--- src/rtl/uart_rx_cfg.sv ---
// UART receiver with configurable frame format and a small receive FIFO.
// Each FIFO entry holds {data, parity error, framing error} for one frame.
module uart_rx_cfg #(
    parameter int BAUD_DIV   = 5208,
    parameter int DATA_BITS  = 8,
    parameter int PARITY     = 2,
    parameter int STOP_BITS  = 1,
    parameter int FIFO_DEPTH = 4
) (
    input  logic                 clk,
    input  logic                 Reset,
    input  logic                 Sin,
    input  logic                 Received,
    output logic                 Receive,
    output logic [DATA_BITS-1:0] Dout,
    output logic                 parityErr,
    output logic                 frameErr,
    output logic                 overrun,
    output logic                 busy
);

    localparam int TW = $clog2(BAUD_DIV);
    localparam int AW = $clog2(FIFO_DEPTH);
    localparam int EW = DATA_BITS + 2;
    localparam logic [TW-1:0] SAMPLE_PT = TW'(BAUD_DIV / 2);
    localparam logic [TW-1:0] LAST_CNT  = TW'(BAUD_DIV - 1);
    localparam logic [TW-1:0] CNT_ONE   = TW'(1);
    localparam logic [3:0]    LAST_DATA = 4'(DATA_BITS - 1);
    localparam logic [3:0]    LAST_STOP = 4'(STOP_BITS - 1);
    localparam logic [AW:0]   FULL_CNT  = (AW+1)'(FIFO_DEPTH);
    localparam logic [AW:0]   CNT_INC   = (AW+1)'(1);
    localparam logic [AW-1:0] PTR_INC   = AW'(1);

    typedef enum logic [2:0] {
        IDLE  = 3'd0,
        START = 3'd1,
        DATA  = 3'd2,
        PAR   = 3'd3,
        STOP  = 3'd4
    } state_t;

    logic                 sin_meta_q, ss_q;
    state_t               state_q, state_d;
    logic [TW-1:0]        cnt_q, cnt_d;
    logic [3:0]           idx_q, idx_d;
    logic                 push_q, push_d;
    logic [DATA_BITS-1:0] data_q, data_d;
    logic                 perr_q, perr_d;
    logic                 ferr_q, ferr_d;
    logic                 sample;

    logic [EW-1:0]        mem_q [FIFO_DEPTH];
    logic [AW-1:0]        wr_ptr_q, rd_ptr_q;
    logic [AW:0]          count_q;
    logic                 overrun_q;
    logic                 fifo_full, fifo_empty, pop, wr_en;
    logic [EW-1:0]        head;

    // Two-flop synchroniser; reset to the idle line level so no false start is seen.
    always_ff @(posedge clk) begin
        if (Reset) begin
            sin_meta_q <= 1'b1;
            ss_q       <= 1'b1;
        end else begin
            sin_meta_q <= Sin;
            ss_q       <= sin_meta_q;
        end
    end

    assign sample = (cnt_q == SAMPLE_PT);

    // Control state: FSM, bit timer, bit index and the delayed push strobe.
    always_ff @(posedge clk) begin
        if (Reset) begin
            state_q <= IDLE;
            cnt_q   <= '0;
            idx_q   <= '0;
            push_q  <= 1'b0;
        end else begin
            state_q <= state_d;
            cnt_q   <= cnt_d;
            idx_q   <= idx_d;
            push_q  <= push_d;
        end
    end

    // Frame contents; they only matter once push_q qualifies them.
    always_ff @(posedge clk) begin
        data_q <= data_d;
        perr_q <= perr_d;
        ferr_q <= ferr_d;
    end

    // Next-state logic: the timer free-runs outside IDLE and all decisions happen at mid-bit.
    always_comb begin
        state_d = state_q;
        cnt_d   = (cnt_q == LAST_CNT) ? '0 : cnt_q + CNT_ONE;
        idx_d   = idx_q;
        push_d  = 1'b0;
        data_d  = data_q;
        perr_d  = perr_q;
        ferr_d  = ferr_q;
        case (state_q)
            IDLE: begin
                cnt_d = '0;
                idx_d = '0;
                if (!ss_q) begin
                    state_d = START;
                    perr_d  = 1'b0;
                    ferr_d  = 1'b0;
                end
            end
            START: begin
                if (sample) begin
                    if (ss_q) begin
                        state_d = IDLE;
                    end else begin
                        state_d = DATA;
                        idx_d   = '0;
                    end
                end
            end
            DATA: begin
                if (sample) begin
                    for (int i = 0; i < DATA_BITS; i++) begin
                        if (idx_q == 4'(i)) data_d[i] = ss_q;
                    end
                    if (idx_q == LAST_DATA) begin
                        idx_d   = '0;
                        state_d = (PARITY != 0) ? PAR : STOP;
                    end else begin
                        idx_d = idx_q + 4'd1;
                    end
                end
            end
            PAR: begin
                if (sample) begin
                    // Even: data plus parity must XOR to 0; odd: to 1.
                    perr_d  = (PARITY == 1) ? (^data_q ^ ss_q) : ~(^data_q ^ ss_q);
                    state_d = STOP;
                    idx_d   = '0;
                end
            end
            STOP: begin
                if (sample) begin
                    if (!ss_q) ferr_d = 1'b1;
                    if (idx_q == LAST_STOP) begin
                        // Back in IDLE right away so a following start bit is not missed.
                        state_d = IDLE;
                        push_d  = 1'b1;
                    end else begin
                        idx_d = idx_q + 4'd1;
                    end
                end
            end
            default: state_d = IDLE;
        endcase
    end

    assign fifo_full  = (count_q == FULL_CNT);
    assign fifo_empty = (count_q == '0);
    assign pop        = Received && !fifo_empty;
    // A full FIFO still accepts a push when the head is popped on the same edge.
    assign wr_en      = push_q && (!fifo_full || pop);

    // FIFO pointers, occupancy and the sticky overrun flag.
    always_ff @(posedge clk) begin
        if (Reset) begin
            wr_ptr_q  <= '0;
            rd_ptr_q  <= '0;
            count_q   <= '0;
            overrun_q <= 1'b0;
        end else begin
            if (wr_en) wr_ptr_q <= wr_ptr_q + PTR_INC;
            if (pop)   rd_ptr_q <= rd_ptr_q + PTR_INC;
            if (wr_en && !pop)      count_q <= count_q + CNT_INC;
            else if (!wr_en && pop) count_q <= count_q - CNT_INC;
            if (push_q && !wr_en)   overrun_q <= 1'b1;
        end
    end

    // FIFO storage; when full with a pop, the slot written is the one being vacated.
    always_ff @(posedge clk) begin
        if (wr_en) mem_q[wr_ptr_q] <= {data_q, perr_q, ferr_q};
    end

    assign head      = mem_q[rd_ptr_q];
    assign Receive   = !fifo_empty;
    assign Dout      = fifo_empty ? '0 : head[EW-1:2];
    assign parityErr = fifo_empty ? 1'b0 : head[1];
    assign frameErr  = fifo_empty ? 1'b0 : head[0];
    assign overrun   = overrun_q;
    assign busy      = (state_q != IDLE);

endmodule

--- config.mk ---
export PLATFORM = sky130hd
export DESIGN_NAME = uart_rx_cfg
export DESIGN_NICKNAME = d
export VERILOG_FILES = /design/src/rtl/uart_rx_cfg.sv
export SDC_FILE = /design/constraint.sdc
export NUM_CORES = 1
export LEC_CHECK = 0
export BUFFER_PORTS_ARGS = -buffer_cell sky130_fd_sc_hd__buf_2
export CAP_MARGIN = 20
export CORE_ASPECT_RATIO = 1.2
export CORE_MARGIN = 5
export CORE_UTILIZATION = 30
export DETAILED_ROUTE_END_ITERATION = 16
export PLACE_DENSITY = 0.46
export SETUP_SLACK_MARGIN = 0.1
export SYNTH_ARGS = -nofsm -noshare
export SYNTH_HDL_FRONTEND = slang
export SYNTH_SLANG_ARGS = --single-unit
--- constraint.sdc ---
create_clock -name clk -period 3.6 [get_ports clk]
set_input_delay 0.36 -clock clk [delete_from_list [all_inputs] [get_ports clk]]
set_output_delay 0.36 -clock clk [all_outputs]
set_load 0.005 [all_outputs]
**Word level (Yosys, flattened, before mapping)**

Memory sizes are Yosys's and may differ from the RTL's. A register that Yosys moved wholly into a read port is not among the register bits.
Cells that the tools add are included.

- Add/sub/neg operators: 6
- Eq/ne operators: 24
- Mux-type cells: 33
- Bitwise gates (word level): 4
- Reduce and logical (&&, ||, !) cells: 33

Operators by type and width:

| cell | number |
|---|---|
| 2-to-1 mux 4 bit | 7 |
| 2-to-1 mux 3 bit | 9 |
| AND reduction 3 bit | 9 |
| inequality test 2 bit (second input constant) | 10 |
| one-hot mux 4 bit (5 select lines) | 1 |
| equality test 4 x 3 -> 1 bit (second input constant) | 4 |
| one-hot mux 3 bit (5 select lines) | 1 |
| AND reduction 7 bit | 2 |
| adder 13 x 1 -> 13 bit (second input constant) | 1 |
| equality test 13 x 12 -> 1 bit (second input constant) | 1 |
| equality test 13 bit (second input constant) | 1 |
| 2-to-1 mux 1 bit | 9 |
| equality test 4 x 2 -> 1 bit (second input constant) | 2 |
| 2-to-1 mux 8 bit | 1 |
| parity 8 bit | 1 |
| equality test 3 x 2 -> 1 bit (second input constant) | 2 |
| equality test 3 bit (second input constant) | 2 |
| logical NOT 3 bit | 2 |
| 2-to-1 mux 2 bit | 3 |
| nonzero test 2 bit | 3 |
| OR reduction 3 bit | 2 |
| logical AND 1 bit | 5 |
| nonzero test 5 bit | 1 |
| adder 2 x 1 -> 2 bit (second input constant) | 2 |
| other kinds (13) | 19 |

- Register bits: 41
- Memory bits (writable): 40
- Bits of input ports: 4
- Logic and storage cells: 121
- Memories kept: 1

Memory list:

| memory | depth | bits a word | read ports | clocked after memory_dff | write ports | RTL line | text |
|---|---|---|---|---|---|---|---|
| mem_q | 4 | 10 | 1 | 1 | 1 | 52 | `logic [EW-1:0] mem_q [FIFO_DEPTH];` |

**Logic depth before layout (Yosys ltp)**

- Depth in word-level cells: 9
- Gate-level depth with buffers: 9
- Gate-level depth less buffers: 8

**Worst setup path after synthesis**

No wires, ideal clock.

- Path type: reg2reg
- Start point: register count_q[0]
- End point: register count_q[2]
- Arrival: 2,028 ps
- Data required time: 3,529 ps
- Path slack: 1,501 ps
- Cell stages (with the launch flop): 9
- Path buffers: 0
- Period minus slack after synthesis: 2,099 ps
- Path through: dfxtp_1 -> or3_1 -> nand2_1 -> ha_1 -> inv_1 -> fa_1 -> xor2_1 -> or3_1 -> a21oi_1

- Word-level cells in the longest chain between the ends: 8
- Elaborated cells on any way between the ends: 16

Ends and longest elaborated chain:

| item | RTL line | text |
|---|---|---|
| start, declared | 54 | `logic [AW:0] count_q;` |
| start signal, assigned | 176 | `if (wr_en && !pop) count_q <= count_q + CNT_INC;` |
| start signal, assigned | 177 | `else if (!wr_en && pop) count_q <= count_q - CNT_INC;` |
| branches (longest 8 deep; another with subtractor 3 x 1 -> 3 bit) | -- |  |

Several ways; the timed one is not identified. The select of a mux whose other input is x is not followed.
A chain may end at the register's enable or synchronous reset.

**Final worst setup path**

Same ends and word-level chain as after synthesis.

==> results <==
- The count of nets after finishing is about 320.
- The die extent in x is about 110 um.
- The largest fanout on the critical path is 13.
- The standard cell core area is between 10000 and 15000 sq um.
- The number of buffers added for setup after CTS is 0.
- The run finished with clean final reports.
- For this run, the top clock speed supported by timing is 414.7 MHz.
- The placed instances occupy a cell area of between 3000 and 4000 sq um.
- After synthesis, the netlist uses 46 different library cells.
- The largest net degree at the start of global routing is 19.
- The worst setup path is captured at a flip-flop.
- The average detailed-routed wire length per instance is ~14 um.
- The uppermost layer routed is met4.
- The proportion of synthesized area in mux cells is 0.07008.
- The wire length on met1 is approximately 2.8 mm.
- The worst setup skew after layout is approximately 4.7 ps.
- The final weighted congestion in routability-driven placement is roughly 0.74.
- After synthesis, the largest family of logic cells by area is simple AND/OR/NAND/NOR gates.
- The height of the chip is between 100 and 150 um.
- Dividing the final minimum period by the clock period gives 0.6699.
- The number of slew-limit violations in the final report is 0.
- The Yosys warning count is 0.
- The worst-case IR drop observed on VDD is 0.0002012 V.
- The setup slack of the worst register-to-register path is ~1200 ps.
- After global routing the overflow that remains totals 0.
- 0 antenna diodes ended up in the layout.
- Summed over all nets, wire length on met2 after detailed routing comes to between 3 and 4 mm.
- The layout overhead on the synthesized area is 14.29%.
- The total global-route track usage is 0.09782.
- The summed instance area of the synthesized netlist is about 3600 sq um.
- Including well taps, the total number of placed cells is approximately 460.
- The worst path in the final design needs a cycle of 2412 ps, including I/O delays and setup.
- STA puts the critical path data required time at roughly 3900 ps.
- The placed wire-length estimate after detailed placement is around 4.4 mm.
- The detailed route wirelength on metal3 is 192 um.
- Yosys mapped a number of flops with a built-in enable equal to 50.
- Of the cells placed in the final design, the portion with a size suffix greater than 1 is 0.1603.
- For this design, the CTS-stage hold fixing added 0 buffers.
- Setup violations remaining at the end of the flow were counted as 0.
- The number of global-route vias before repair is 2274.
- The total wirelength of the detailed-routed design is between 6 and 7 mm.
- Setup repair after global routing left no endpoint under its margin.
- The total power density per cell area is ~550 nW/um^2.
- The number of detailed-routing iterations run before antenna repair is 4.
- Synthesis produced a netlist with a net count of 305.
- The number of standard cells in the layout, taps in and fillers out is roughly 470.
- In the routed design, unresolved DRC markers number 0.
- Each instance of the synthesized netlist takes up on average 12.60 sq um.
- The cell at the root of the clock tree is sky130_fd_sc_hd__clkbuf_16.
- The detailed router finished its first iteration with between 80 and 90 violations.
- The worst setup path is of the flip-flop to flip-flop kind.
- The post-cts gate resize count is 0.
- The TritonCTS clock tree is done.
- The final non-filler cell area is 4163 sq um.
- The die covers between 10000 and 15000 sq um.
- Of the total synthesized cell area, the portion taken by full adders, half adders and majority gates is 0.04328.
- The floorplan has between 40 and 50 rows.
- Headroom to the max-slew limit came out at 0.5288.
- The synthesized netlist cell count is 289.
- The number of buffers between clock root and the deepest sink is 2.
- The post-synthesis compound-gate area fraction is 0.04569.
- The kind of launch point of the worst setup path is a flip-flop.
- The first global-routing pass estimated ~11 mm of wire.
- Buffers inserted during clock tree synthesis total 9.
- Of the total synthesized cell area, the portion taken by AND, OR, NAND and NOR gates is 0.1711.
- The detail route stage leaves a number of antenna-violating nets equal to 0.
- The measured slew at the worst slew-check pin is between 700 and 800 ps.
- The initial antenna violation count is 0.
- At the later pin of the worst-skew pair, clock insertion delay measures ~330 ps.
- For this run, asynchronously set or reset flops after synthesis account for 0.
- The maximum level of the CTS H-tree is 3.
- For this block, the via count after detailed routing is 2161.
- The starting density of the core is 0.3035.
- The synthesis-stage register bit count is 83.
- The class of the worst hold path is input pin to flip-flop.
- The number of hold violations in the final report came to 0.
- The number of input and output port buffers inserted is 16.
- Of the synthesized area, sequential elements account for 0.5936.
- The max-capacitance violation count is 0.
- Measured on the finished design, the core utilization comes to 0.3469.
- The leading cell type in the layout, fill and taps excluded is sky130_fd_sc_hd__edfxtp_1.
- In the synthesized netlist the dominant register cell turns out to be sky130_fd_sc_hd__edfxtp_1.
- The clock input transition at the sequential cells of the worst setup and hold paths is around 60 ps.
- During I/O placement, the number of pins put on the boundary was 17.
- The area used by sequential logic in the layout is roughly 2200 sq um.
- The arrival time reported for the critical path endpoint is around 2700 ps.
- The total negative slack is 0 ps.
- The filler cells instantiated in the layout total between 1000 and 1500.
- The library cells used most frequently in the layout, excluding fill and tap cells, are sky130_fd_sc_hd__edfxtp_1, sky130_fd_sc_hd__nor2_1, sky130_fd_sc_hd__dfxtp_1.
- For this design, the sink count on the clock tree is between 80 and 90.
- The area of the multi-input gates is 1395 sq um.
- Of the total synthesized cell area, the portion taken by XOR and XNOR cells is 0.05290.
- The via density per instance is 4.569.
- The leakage power summed over all cells is around 1.4 nW.
==> synth_stat cells, drive strengths merged (2+ instances only) <==
cell,count,area share
a21oi,9,0.012
and2,14,0.024
and3,3,0.0052
and4b,2,0.0055
buf,3,0.0038
clkbuf,7,0.0072
dfxtp,33,0.18
edfxtp,50,0.41
ha,11,0.038
inv,12,0.012
mux2i,3,0.0082
mux4,10,0.062
nand2,12,0.012
nand2b,2,0.0034
nand3,7,0.013
nand4,4,0.0069
nand4b,2,0.0048
nor2,34,0.035
nor2b,4,0.0069
nor3,8,0.011
nor3b,2,0.0041
nor4,3,0.011
nor4b,3,0.0072
o211ai,2,0.0041
o21ai,5,0.0069
or2,2,0.0034
or3,7,0.012
xnor2,9,0.022
xor2,13,0.031
==> where the power goes <==
group,switching [mW],total [mW],internal [mW]
sequential,0.0611,1.09,1.03
combinational,0.163,0.369,0.206
clock,0.369,0.835,0.466
total,0.593,2.29,1.70
==> critical path, stage by stage, from the launching register on <==
cell and delay, ps:
sky130_fd_sc_hd__dfxtp_1 350, sky130_fd_sc_hd__or3_1 570, sky130_fd_sc_hd__nand2_1 180, sky130_fd_sc_hd__ha_1 200
sky130_fd_sc_hd__inv_1 60, sky130_fd_sc_hd__fa_1 380, sky130_fd_sc_hd__xor2_1 170, sky130_fd_sc_hd__or3_1 300
sky130_fd_sc_hd__a21oi_1 130
==> layout make-up <==
cell class,count,share of cell area
clock buffers,10,0.05500
flip-flops and latches,83,0.5194
repair buffers,17,0.02104
well taps,161,0.04839
multi-input cells,184,0.3351
inverters,12,0.01082
clock inverters,6,0.01022
==> routing by layer <==
| layer | track usage | up-vias |
|---|---|---|
| met5 | 0 | - |
| met4 | 0.04638 | 0 |
| met3 | 0.02902 | 11 |
| met2 | 0.1764 | 21 |
| met1 | 0.1064 | 1045 |
| li1 | - | 1084 |
==> worst paths after layout <==
path                   start    endpoint  depth (start not counted)
hold reg to reg   sin_meta_q        ss_q                          1
hold / removal           Sin  sin_meta_q                          2
setup reg to reg  count_q[0]  count_q[2]                          8
setup / recovery  count_q[0]  count_q[2]                          8
==> registers in the layout (all words and copies together), names as in the netlist, 2 cells and up, named ones only <==
signal	flops
idx_q	4
state_q	3
count_q	3
mem_q	40
rd_ptr_q	2
cnt_q	13
data_q	8
wr_ptr_q	2
==> logic make-up after synthesis <==
family	Yosys count
adders and majority gates	12
muxes	13
and+or+nand+nor	111
AOI/OAI and AO/OA	26
DFF	83
buffers and inverters	22
xor gates and xnor gates	22
==> through the flow <==
step                power [mW]  setup WS (ps)  hold slack, ps
detailed placement       1.496           1163           401.9
global route             2.431           1047           206.3
global placement         1.489           1219           397.6
finish                   2.295           1188           207.4
CTS                      2.342           1150           197.8
floorplan                1.357           1501           389.5
Power figures use the tool's default switching activity.
